**src/rtl/uart_pkg.sv**
```systemverilog
// Shared UART definitions: receive state encoding, frame sizing and helpers
// used by both the receive engine and the transmitter.
package uart_pkg;
   typedef enum logic [1:0] {IDLE, START, DATA, DONE} rx_state_e;

   localparam int MAX_FRAME = 10;

   // Bits following the start bit: data (7/8) + optional parity + stop.
   function automatic logic [3:0] frame_len(input logic bit_8, input logic parity_en);
      return 4'd8 + {3'b000, bit_8} + {3'b000, parity_en};
   endfunction
endpackage

```
**src/rtl/uart_rx_engine_if.sv**
```systemverilog
// Host/line-side bundle of the UART receive engine: serial line, frame
// format controls, bit timing and the received-byte status.
interface uart_rx_engine_if #(parameter int BAUD_W = 19);
   logic              rx;
   logic [BAUD_W-1:0] baud_k;
   logic              bit_8;
   logic              parity_en;
   logic              odd_n_even;
   logic              clr_rdy;
   logic [7:0]        rx_data;
   logic              rx_rdy;
   logic              perr;
   logic              ferr;
   logic              ovf;

   modport master (
      output rx, baud_k, bit_8, parity_en, odd_n_even, clr_rdy,
      input  rx_data, rx_rdy, perr, ferr, ovf
   );

   modport slave (
      input  rx, baud_k, bit_8, parity_en, odd_n_even, clr_rdy,
      output rx_data, rx_rdy, perr, ferr, ovf
   );
endinterface

```
**src/rtl/uart_baud_timer.sv**
```systemverilog
// Bit-time counter with synchronous clear and half/full terminal-count flags;
// shared by the UART receive and transmit paths.
module uart_baud_timer #(
   parameter int W = 19
) (
   input  logic         clk,
   input  logic         reset,
   input  logic         clr,
   input  logic [W-1:0] baud_k,
   output logic         half_tc,
   output logic         full_tc
);
   logic [W-1:0] cnt;

   always_ff @(posedge clk or posedge reset) begin
      if (reset)    cnt <= '0;
      else if (clr) cnt <= '0;
      else          cnt <= cnt + 1'b1;
   end

   assign half_tc = (cnt == (baud_k >> 1));
   assign full_tc = (cnt == baud_k - 1'b1);
endmodule

```
**src/rtl/uart_rx_engine.sv**
```systemverilog
// UART receive engine: synchronizes rx, qualifies the start bit at mid-bit,
// shifts in data/parity/stop and presents the byte with error status.
module uart_rx_engine #(
   parameter int BAUD_W = 19
) (
   input  logic             clk,
   input  logic             reset,
   uart_rx_engine_if.slave  bus
);
   import uart_pkg::*;

   rx_state_e              state;
   logic                   rx_s1, rxs, rxs_q;
   logic [3:0]             bitcnt, nlen;
   logic [MAX_FRAME-1:0]   sreg;
   logic                   b8_q, pen_q, odd_q;
   logic                   half_tc, full_tc, tmr_clr;
   logic [7:0]             data_r;
   logic                   rdy_r, perr_r, ferr_r, ovf_r;

   logic [3:0]             shamt;
   logic [MAX_FRAME-1:0]   aligned;
   logic [7:0]             data_w;
   logic                   par_w, stop_w;

   // Timer restarts at every terminal count so a bit never wraps the counter.
   assign tmr_clr = (state == IDLE) || (state == DONE) ||
                    ((state == START) && half_tc) ||
                    ((state == DATA) && full_tc);

   uart_baud_timer #(.W(BAUD_W)) u_timer (
      .clk     (clk),
      .reset   (reset),
      .clr     (tmr_clr),
      .baud_k  (bus.baud_k),
      .half_tc (half_tc),
      .full_tc (full_tc)
   );

   // The first received bit sits at sreg[MAX_FRAME-nlen] once all nlen are in.
   always_comb begin
      shamt   = 4'(MAX_FRAME) - nlen;
      aligned = sreg >> shamt;
      data_w  = b8_q ? aligned[7:0] : {1'b0, aligned[6:0]};
      par_w   = b8_q ? aligned[8] : aligned[7];
      stop_w  = aligned[nlen - 4'd1];
   end

   always_ff @(posedge clk or posedge reset) begin
      if (reset) begin
         state  <= IDLE;
         rx_s1  <= 1'b1;
         rxs    <= 1'b1;
         rxs_q  <= 1'b1;
         bitcnt <= '0;
         nlen   <= '0;
         sreg   <= '0;
         b8_q   <= 1'b0;
         pen_q  <= 1'b0;
         odd_q  <= 1'b0;
         data_r <= '0;
         rdy_r  <= 1'b0;
         perr_r <= 1'b0;
         ferr_r <= 1'b0;
         ovf_r  <= 1'b0;
      end else begin
         rx_s1 <= bus.rx;
         rxs   <= rx_s1;
         rxs_q <= rxs;

         if (bus.clr_rdy) begin
            rdy_r  <= 1'b0;
            perr_r <= 1'b0;
            ferr_r <= 1'b0;
            ovf_r  <= 1'b0;
         end

         case (state)
            IDLE: begin
               // Falling edge only: a line stuck low after a framing error is ignored.
               if (!rxs && rxs_q) begin
                  state  <= START;
                  bitcnt <= '0;
                  b8_q   <= bus.bit_8;
                  pen_q  <= bus.parity_en;
                  odd_q  <= bus.odd_n_even;
                  nlen   <= frame_len(bus.bit_8, bus.parity_en);
               end
            end
            START: begin
               if (half_tc) state <= rxs ? IDLE : DATA;
            end
            DATA: begin
               if (full_tc) begin
                  sreg   <= {rxs, sreg[MAX_FRAME-1:1]};
                  bitcnt <= bitcnt + 4'd1;
                  if (bitcnt + 4'd1 == nlen) state <= DONE;
               end
            end
            DONE: begin
               // Completion takes priority over a coincident clr_rdy.
               data_r <= data_w;
               perr_r <= pen_q & ((^data_w ^ par_w) != odd_q);
               ferr_r <= ~stop_w;
               rdy_r  <= 1'b1;
               ovf_r  <= ~bus.clr_rdy & (ovf_r | rdy_r);
               state  <= IDLE;
            end
            default: state <= IDLE;
         endcase
      end
   end

   assign bus.rx_data = data_r;
   assign bus.rx_rdy  = rdy_r;
   assign bus.perr    = perr_r;
   assign bus.ferr    = ferr_r;
   assign bus.ovf     = ovf_r;
endmodule

```
**src/flat_wrapper.sv**
```systemverilog
// flat-port wrapper written by rule: the top's interface ports become plain ports
module uart_rx_engine_flat import uart_pkg::*;
#(
   parameter int BAUD_W = 19
)
  (clk, reset, bus_rx, bus_baud_k, bus_bit_8, bus_parity_en, bus_odd_n_even, bus_clr_rdy, bus_rx_data, bus_rx_rdy, bus_perr, bus_ferr, bus_ovf);
  uart_rx_engine_if #(.BAUD_W(BAUD_W)) bus_i ();
  input  logic clk;
  input  logic reset;
  input wire logic [$bits(bus_i.rx)-1:0] bus_rx;
  input wire logic [$bits(bus_i.baud_k)-1:0] bus_baud_k;
  input wire logic [$bits(bus_i.bit_8)-1:0] bus_bit_8;
  input wire logic [$bits(bus_i.parity_en)-1:0] bus_parity_en;
  input wire logic [$bits(bus_i.odd_n_even)-1:0] bus_odd_n_even;
  input wire logic [$bits(bus_i.clr_rdy)-1:0] bus_clr_rdy;
  output wire logic [$bits(bus_i.rx_data)-1:0] bus_rx_data;
  output wire logic [$bits(bus_i.rx_rdy)-1:0] bus_rx_rdy;
  output wire logic [$bits(bus_i.perr)-1:0] bus_perr;
  output wire logic [$bits(bus_i.ferr)-1:0] bus_ferr;
  output wire logic [$bits(bus_i.ovf)-1:0] bus_ovf;
  assign bus_i.rx = bus_rx;
  assign bus_i.baud_k = bus_baud_k;
  assign bus_i.bit_8 = bus_bit_8;
  assign bus_i.parity_en = bus_parity_en;
  assign bus_i.odd_n_even = bus_odd_n_even;
  assign bus_i.clr_rdy = bus_clr_rdy;
  assign bus_rx_data = bus_i.rx_data;
  assign bus_rx_rdy = bus_i.rx_rdy;
  assign bus_perr = bus_i.perr;
  assign bus_ferr = bus_i.ferr;
  assign bus_ovf = bus_i.ovf;
  uart_rx_engine #(.BAUD_W(BAUD_W)) u_core (.clk(clk), .reset(reset), .bus(bus_i));
endmodule
```
**config.mk**
```make
export PLATFORM = sky130hd
export DESIGN_NAME = uart_rx_engine_flat
export DESIGN_NICKNAME = d
export VERILOG_FILES = /design/src/rtl/uart_pkg.sv /design/src/rtl/uart_rx_engine_if.sv /design/src/rtl/uart_baud_timer.sv /design/src/rtl/uart_rx_engine.sv /design/src/flat_wrapper.sv
export SDC_FILE = /design/constraint.sdc
export NUM_CORES = 1
export LEC_CHECK = 0
export BUFFER_PORTS_ARGS = -buffer_cell sky130_fd_sc_hd__clkbuf_2
export CORE_AREA = 2 2 91 111
export CTS_CLUSTER_SIZE = 25
export DETAILED_ROUTE_END_ITERATION = 6
export DIE_AREA = 0 0 93 113
export HOLD_SLACK_MARGIN = 0.05
export SYNTH_ARGS = -nofsm -noshare
export SYNTH_HDL_FRONTEND = slang
export SYNTH_HIERARCHICAL = 1
export SYNTH_SLANG_ARGS = --single-unit
export TNS_END_PERCENT = 20
```
**constraint.sdc**
```tcl
create_clock -name clk -period 3.55 [get_ports clk]
set_input_delay 0 -clock clk [delete_from_list [all_inputs] [get_ports clk]]
set_output_delay 0 -clock clk [all_outputs]
set_load 0.005 [all_outputs]
```
# After elaboration in Yosys (flattened, before gate mapping)
# Index checks and enable logic that the tools add are counted.
[word_totals] reg_bits=57 in_bits=26 output_inout_bits=12 elab_cells=76
[classes] add_sub_neg=7 magnitude_cmp=1 eq_ne=11 n_shift=1 mux=19 n_bitwise=6 n_reduce_logical=15
[ops] op="19-bit by 1-bit adder with 19-bit output (second input constant)" n=1
[ops] op="19-bit by 18-bit equality test with 1-bit output" n=1
[ops] op="19-bit equality test" n=1
[ops] op="19-bit 2-to-1 mux" n=1
[ops] op="19-bit by 1-bit subtractor with 19-bit output (second input constant)" n=1
[ops] op="2-bit 2-to-1 mux" n=5
[ops] op="10-bit by 4-bit right shift with 10-bit output" n=1
[ops] op="4-bit 2-to-1 mux" n=2
[ops] op="8-bit 2-to-1 mux" n=1
[ops] op="2-bit case mux with 4 select lines" n=1
[ops] op="4-bit case mux with 2 select lines" n=1
[ops] op="8-bit XOR reduction" n=1
[ops] op="1-bit 2-to-1 mux" n=7
[ops] op="4-bit by 5-bit less-than comparator with 1-bit output (second input constant)" n=1
[ops] op="4-bit by 1-bit adder with 4-bit output" n=1
[ops] op="4-bit by 1-bit adder with 4-bit output (first input constant)" n=1
[ops] op="4-bit by 1-bit adder with 4-bit output (second input constant)" n=1
[ops] op="1-bit binary-select mux with 4-bit select" n=1
[ops] op="2-bit equality test (second input constant)" n=2
[ops] op="4-bit equality test" n=1
[ops] op="2-bit by 1-bit inequality test with 1-bit output (second input constant)" n=2
[ops] op="2-bit inequality test (second input constant)" n=2
[ops] op="2-bit AND reduction" n=2
[ops] op="4-bit AND reduction" n=1
[ops] op="other kinds (14)" n=21

# Longest topological paths before layout
# Gate-level depths: netlist (run 1).
[logic_depth] depth_word=8 depth_mapped=14 depth_no_buf=13

# Hierarchy
# The synthesis (run 1) kept the hierarchy.
[modules_own_cells] module="uart_rx_engine" instances=1 cells_per_inst=204 area_each_um2=2240.9 seq_area_each_um2=929.6
[modules_own_cells] module="uart_baud_timer" instances=1 cells_per_inst=216 area_each_um2=1818.0 seq_area_each_um2=475.5

# Worst setup path after synthesis (run 1)
# Ideal clock, no wire load.
[synth_timing] path_type="input -> register" start="in bus_baud_k[0]" end="reg u_core.u_timer.cnt[10]" setup_ns=0.132 arrival_time_ns=2.626 required_time_ns=3.418 slack_ns=0.792 stages=14 path_buffers=3 path_cell_list="inv_1 > ha_1 > nor4b_4 > and2_4 > or3_1 > a31oi_1 > o221ai_1 > nor4_2 > nand2_1 > clkbuf_1 > nand3_1 > clkbuf_1 > buf_1 > nor2_1"
[synth_between] elab_chain_cells=5
[synth_lines] item="start: declaration" line_no="flat_wrapper.sv:11" text="input wire logic [$bits(bus_i.baud_k)-1:0] bus_baud_k;"
[synth_lines] item="19-bit by 1-bit subtractor with 19-bit output" line_no="uart_baud_timer.sv:22" text="assign full_tc = (cnt == baud_k - 1'b1);"
[synth_lines] item="19-bit equality test" line_no="uart_baud_timer.sv:22"
[synth_lines] item="named net u_core.full_tc" line_no="uart_rx_engine.sv:17" text="logic half_tc, full_tc, tmr_clr;"
[synth_lines] item="1-bit logical AND" line_no="uart_rx_engine.sv:29" text="((state == DATA) && full_tc);"
[synth_lines] item="1-bit logical OR" line_no="uart_rx_engine.sv:28" text="((state == START) && half_tc) ||"
[synth_lines] item="named net u_core.tmr_clr" line_no="uart_rx_engine.sv:17"
[synth_lines] item="19-bit 2-to-1 mux" line_no="uart_baud_timer.sv:17" text="else if (clr) cnt <= '0;"
[synth_lines] item="end signal: assignment" line_no="uart_baud_timer.sv:18" text="else cnt <= cnt + 1'b1;"
[synth_lines] item="end: declaration" line_no="uart_baud_timer.sv:13" text="logic [W-1:0] cnt;"
# The timed path passes the listed nets, and every way through them passes these cells.
# A chain may end at the register's enable or synchronous reset.

# Final worst setup path (run 1)
[layout_timing] start="reg u_core.u_timer.cnt[3]" end="reg u_core.bitcnt[2]"
[layout_between] elab_chain_cells=3
[layout_lines] item="19-bit equality test" line_no="uart_baud_timer.sv:22"
[layout_lines] item="named net u_core.full_tc" line_no="uart_rx_engine.sv:17"
[layout_lines] item="2-bit by 1-bit inequality test with 1-bit output (no line)"
[layout_lines] item="3-bit AND reduction (no line)"
[layout_lines] item="end signal: assignment" line_no="uart_rx_engine.sv:96" text="bitcnt <= bitcnt + 4'd1;"
[layout_lines] item="end: declaration" line_no="uart_rx_engine.sv:14" text="logic [3:0] bitcnt, nlen;"
# The timed path passes the listed nets, and every way through them passes these cells.

==> results of run 1 <==
area by class of cell:
cell class / count / area [um^2]
Tap cell: 123 / 154
Inverter: 17 / 63.8
Sequential cell: 56 / 1410
Fill cell: 914 / 4870
Clock inverter: 2 / 13.8
Clock buffer: 6 / 139
Multi-Input combinational cell: 320 / 2440
Timing Repair Buffer: 48 / 283
final timing paths:
check / cells past startpoint / start / slack (ns) / to
max: 11 / u_core/u_timer/cnt[3] / 0.68 / u_core/bitcnt[2]
min: 4 / reset / 0.35 / u_core/sreg[3]
max reg2reg: 11 / u_core/u_timer/cnt[3] / 0.68 / u_core/bitcnt[2]
min reg2reg: 0 / u_core/rx_s1 / 0.36 / u_core/rxs
max in group asynchronous: 3 / reset / 2.74 / u_core/u_timer/cnt[7]
min in group clk: 0 / u_core/rx_s1 / 0.36 / u_core/rxs
layout by cell type (no fill, tap or decap), drive strengths merged, types with 5 or more instances in the layout:
master and count:
nor2b 7, mux2 22, mux2i 7, a22oi 8, nor3 6, buf 5, clkbuf 43, nor4 8
dfrtp 53, nand3 16, nor2 36, xor2 42, nand2b 5, inv 18, a21oi 13, ha 11
or3 6, nand2 26, nand3b 5, dlygate4sd3 6, xnor2 25, nand4 10, o21ai 14, a31oi 6
mux4 5
sequential cells by signal, summed over array words and instances, names as in the netlist, named ones only:
name	cells
u_core/nlen	3
u_core/sreg	10
u_core/bus.ovf	1
u_core/bus.rx_data	8
u_core/bitcnt	4
u_core/bus.rx_rdy	1
u_core/rx_s1	1
u_core/b8_q	1
u_core/rxs_q	1
u_core/u_timer/cnt	19
u_core/bus.perr	1
u_core/bus.ferr	1
u_core/rxs	1
u_core/pen_q	1
u_core/state	1
u_core/odd_q	1
stage by stage:
step                      area [um^2]  setup WS, ns  power (mW)  cells  util [%]
final                            4500         0.681        2.20    572      48.0
after global routing             4500         0.338        2.35    572      48.0
after CTS                        4500         0.604        2.22    572      48.0
after detailed placement         4290         0.502        1.70    558      45.8
after global placement           4290         0.595        1.69    558      45.8
after floorplan                  4060         0.792        1.53    420         -
per-layer routing:
metal	wire [um]	vias up	track usage (%)	part of all wire (%)
met2	4480	65	31.4	53
met5	0	-	0	0
met1	3490	1532	19.7	41
li1	-	1540	-	-
met3	197	15	1.66	2.3
met4	247	0	7.16	2.9
where the power goes:
part           internal [mW]  leakage [nW]  total [mW]  switching [mW]
clock                  0.282        0.0772       0.508           0.226
sequential             0.731         0.745       0.814          0.0829
combinational          0.377          1.22       0.874           0.496
total                   1.39          2.04        2.20           0.805
timing repair:
action | CTS | global route
endpoints found under the hold margin | 60 | 0
hold buffers | 6 | 0
endpoints found under the setup margin | 0 | 0
logic make-up after synthesis:
group | count (synthesis) | share of synthesized area [%]
mux | 34 | 11.0
fa+ha+maj | 11 | 3.39
compound gates | 61 | 9.83
buf+inv | 44 | 5.21
flops | 56 | 34.6
xor+xnor | 68 | 15.0
simple gates | 146 | 21.0
critical path: cells and delay by family, from the launching register on:
kind	cells	cell delay, ns
XOR/XNOR	2	0.33
buffers and inverters	1	0.21
AND/OR/NAND/NOR	5	1.33
AO/OA/AOI/OAI	3	0.41
flip-flops	1	0.47
==> metrics.txt, run 1 <==
max_cap viols=0; Slowest cell on crit path=dfrtp_1; Vias/cell=5.51; DRC viols=0; Area Overhead vs Synth=10.9%; most frequent cell after synthesis=dfrtp_1; Mean Syn Cell Area=9.66 um^2; Ports=38; CP Data Required Time=3.72 ns; Core ar.=9370 um^2; Worst-Margin Slew=0.732 ns; antenna fix cells=0; initial antenna violation count=0; Placer Congestion=0.898; max-slew violations=0; Synth area leaders=dfrtp_1, xor2_1, mux2_2; Sink Count=56; Post-synth EDFFs=0; Starting Density=43.3%; outcome=finished clean; #FFs+latches synth=56; area share of the largest cell type after synthesis=32.7%; chip width=93 um; Hold Vio Cnt, Final=0; final setup fails=0; Cell variety after synth=64; Worst-path clk slew=0.07 ns; Arr. time, crit path=3.04 ns; TritonCTS clock tree=done; largest net degree at the start of global routing=38; top cell type by total area after synthesis=dfrtp_1; worst skew pair latency=0.29 ns; unrepaired setup endpoints after global routing=false; WL/cell=14.7 um; clk root buf=clkbuf_16; PostCTS Resize Cnt=0; most used flip-flop cell after synthesis=dfrtp_1; layout cells sized above 1=19.8%; first-pass GRT wire length=14.6 mm; synthesized instance count=420; Post-synth top cells=dfrtp_1, xor2_1, nor2_1; CP Class=reg2reg; Mapped Nets=457; CTS H-tree lvls=2; CP dominant cell by count=o21ai_0; vias in the first global route=3156; die height=113 um; sequential area share after synthesis=34.6%; Critical Path End Type=flop; fmax=349 MHz; postcts setup bufs=0; Fin Hold WS=0.352 ns; gr usage total=16.9%; drt first pass iters=4; FP Rows=39; final wirelength=8.41 mm; global route overflow=0; max incr delay on CP=0.47 ns; Post-Syn Area=4060 um^2; CP Cell Sequence=xnor2_1 > xnor2_1 > nor4_1 > nand4_1 > nor4_2 > nand2_1 > buf_4 > o21ai_0 > nand2_1 > o21ai_0 > o21ai_0; clock skew=0.00689 ns; CP Launch Type=flop; Fin Setup TNS=0 ns; post-route ant nets=0; CTS buffer count=5; Crit Path Max Fanout=12; Clock Path Buffers=2; power density cells=488 nW/um^2; via count=3152; Final period util=80.8%; Final min period=2.87 ns; port bufs=37; Max IR drop VDD=0.183 mV; Worst slew margin=51.1%; fraction of registers with async set/reset=100%; initial DRC count=82; worst hold path class=in2async; die area=10500 um^2; Yosys warning count=6; Nets=485; leak pwr=2.04 nW; DPL Wire Length=6.44 mm
No activity file was read; power rests on OpenSTA's default activity.
==> inputs of run 2 (changes only) <==
==> constraint.sdc (replaced) <==
create_clock -name clk -period 2.91 [get_ports clk]
set_input_delay 0 -clock clk [delete_from_list [all_inputs] [get_ports clk]]
set_output_delay 0 -clock clk [all_outputs]
set_load 0.005 [all_outputs]
==> run 2 against run 1 <==
  * Critical path depth decreased by 1
  * Via count decreased by 1.3%
  * Critical path type unchanged
  * Clock-buffer cell count increased by 1
  * Die area unchanged
  * First-iteration DRC count increased by 85%
  * Sequential cell count unchanged
  * Cell count increased by 1.2%
  * Cell area increased by 1.4%
  * Clock power increased by 23%
  * Sequential share of layout area decreased by 0.44 points
  * Worst hold slack improved by 0.0096 ns
  * Critical endpoint is now u_core/bus.perr
==> metrics.txt, run 2 (same netlist as run 1, synthesis figures left out) <==
Placer Congestion=0.846 (-5.8%); gr usage total=17.4% (+0.43 points); postcts setup bufs=0 (unchanged); Final period util=88.8% (+8.0 points); Starting Density=43.3% (unchanged); fmax=387 MHz (+11%); DPL Wire Length=6.66 mm (+3.4%); Core ar.=9370 um^2 (unchanged); die height=113 um (unchanged); port bufs=37 (unchanged); fin cells=579 (+1.2%); Critical Path End Type=flop; Largest register FFs=19 (unchanged); Crit Reg-Reg Endpoint=u_core/bus.perr; CTS H-tree lvls=2 (unchanged); antenna fix cells=0 (unchanged); CTS buffer count=5 (unchanged); cell-internal power=1.77 mW (+27%); leak pwr=2.08 nW (+1.8%); CP endpoint=u_core/bus.perr; Worst Setup SP=u_core/nlen[0]; Sink Count=56 (unchanged); Fin Setup TNS=0 ns (unchanged); Hold Vio Cnt, Final=0 (unchanged); Ports=38 (unchanged); WL/cell=14.9 um (+1.3%); Switching Power=1.02 mW (+27%); unrepaired setup endpoints after global routing=false; via count=3112 (-1.3%); Clock Path Buffers=2 (unchanged); CP Class=reg2reg; Reg with most FFs=u_core/u_timer/cnt; initial DRC count=152 (+85%); clk root buf=clkbuf_16; Gate power share=42.2% (+2.4 points); die area=10500 um^2 (unchanged); max_cap viols=0 (unchanged); final wirelength=8.63 mm (+2.5%); worst hold path class=in2reg; commonest non-fill, non-tap cell in the layout=dfrtp_1; layout cells sized above 1=21.1% (+1.2 points); net switching share of the total power=36.5% (-0.13 points); Crit Path Max Fanout=7 (-5); Seq pwr share=35.5% (-1.6 points); Worst Reg-to-Reg Cells=10 (-1); global route overflow=0 (unchanged); max-slew violations=0 (unchanged); first-pass GRT wire length=14.6 mm (+0.66%); drt first pass iters=4 (unchanged); Area Overhead vs Synth=12.5%; outcome=finished clean; Vias/cell=5.37 (-2.5%); vias in the first global route=3103 (-1.7%); Worst slew margin=38.1% (-13 points); Arr. time, crit path=2.77 ns (-0.27 ns); FP Rows=39 (unchanged); Worst Hold Launch=bus_rx; chip width=93 um (unchanged); worst skew pair latency=0.30 ns (about the same); Worst-Margin Slew=0.928 ns (+0.196 ns); fin worst setup slack=0.326 ns (-0.355 ns); TritonCTS clock tree=done; Placed Instances=565 (+1.3%); CP Launch Type=flop; FF-to-FF Start=u_core/nlen[0]; clock skew=0.0104 ns (+0.00352 ns); pre-CTS setup slack=0.206 ns (-0.296 ns); Clk pwr share=22.3% (-0.8 points); initial antenna violation count=0 (unchanged); largest net degree at the start of global routing=26 (-32%); Nets=492 (+1.4%); Register-to-Register Setup Slack=0.33 ns (-0.36 ns); Max IR drop VDD=0.269 mV (+47%); post-route ant nets=0 (unchanged); commonest cells after routing, fill and taps aside=dfrtp_1, xor2_1, clkbuf_2; Final min period=2.58 ns (-0.285 ns); DRC viols=0 (unchanged); Power, Total=2.79 mW (+27%); Final Util=48.7% (+0.69 points); final setup fails=0 (unchanged); Worst-path clk slew=0.08 ns (about the same); power density cells=611 nW/um^2 (+25%); CP Data Required Time=3.10 ns (-0.62 ns)
==> run 2: per-stage QoR <==
stage                     hold slack, ns  area (um^2)
after floorplan                  -0.0489         4060
after global placement             0.112         4340
after detailed placement           0.121         4340
after CTS                          0.346         4550
after global routing               0.363         4570
final                              0.362         4570
==> run 2: layer usage <==
layer	vias up	global-route usage, %	wire length (um)
met5	-	0	0
met4	0	8.73	199
met3	15	1.46	239
met2	71	30.9	4490
met1	1470	20.9	3700
li1	1556	-	-
==> run 2: final cells by class <==
| class | instances | area (um^2) |
|---|---|---|
| clock buffer | 7 | 143 |
| clock inverter | 1 | 7.51 |
| fill | 910 | 4800 |
| inverter | 17 | 63.8 |
| multi-input combinational | 320 | 2460 |
| sequential | 56 | 1410 |
| tap | 123 | 154 |
| timing repair buffer | 55 | 335 |
==> run 2: power groups by stage <==
stage | clock network (mW) | logic (mW) | registers, mW
floorplan | 0 | 0.881 | 0.983
detailed placement | 0 | 1.17 | 1.01
global placement | 0 | 1.16 | 1.00
CTS | 0.650 | 1.18 | 0.991
global route | 0.671 | 1.31 | 1.00
finish | 0.623 | 1.18 | 0.990
==> run 2: critical path, cell delays in order (launching register included) <==
cell and delay [ns]:
dfrtp_1 0.36, inv_1 0.06, ha_1 0.35, buf_4 0.19, mux4_1 0.25, nand2b_1 0.08, a21oi_2 0.21, xnor3_1 0.44
xnor2_1 0.19, xnor2_1 0.13, a31o_1 0.23
==> run 2: worst min path at each step <==
stage / end / slack [ns] / cells after the start
2_1_floorplan: u_core/u_timer/cnt[0] / -0.05 / 1
3_3_place_gp: u_core/rx_s1 / 0.11 / 1
3_5_place_dp: u_core/rx_s1 / 0.12 / 1
4_1_cts: u_core/rx_s1 / 0.35 / 2
5_1_grt: u_core/rx_s1 / 0.36 / 2
6_report: u_core/rx_s1 / 0.36 / 2
==> run 2: what timing repair did <==
action	in CTS	in global routing
gates resized for setup	0	2
endpoints found under the setup margin	0	1
hold buffers	6	0
endpoints found under the hold margin	49	0
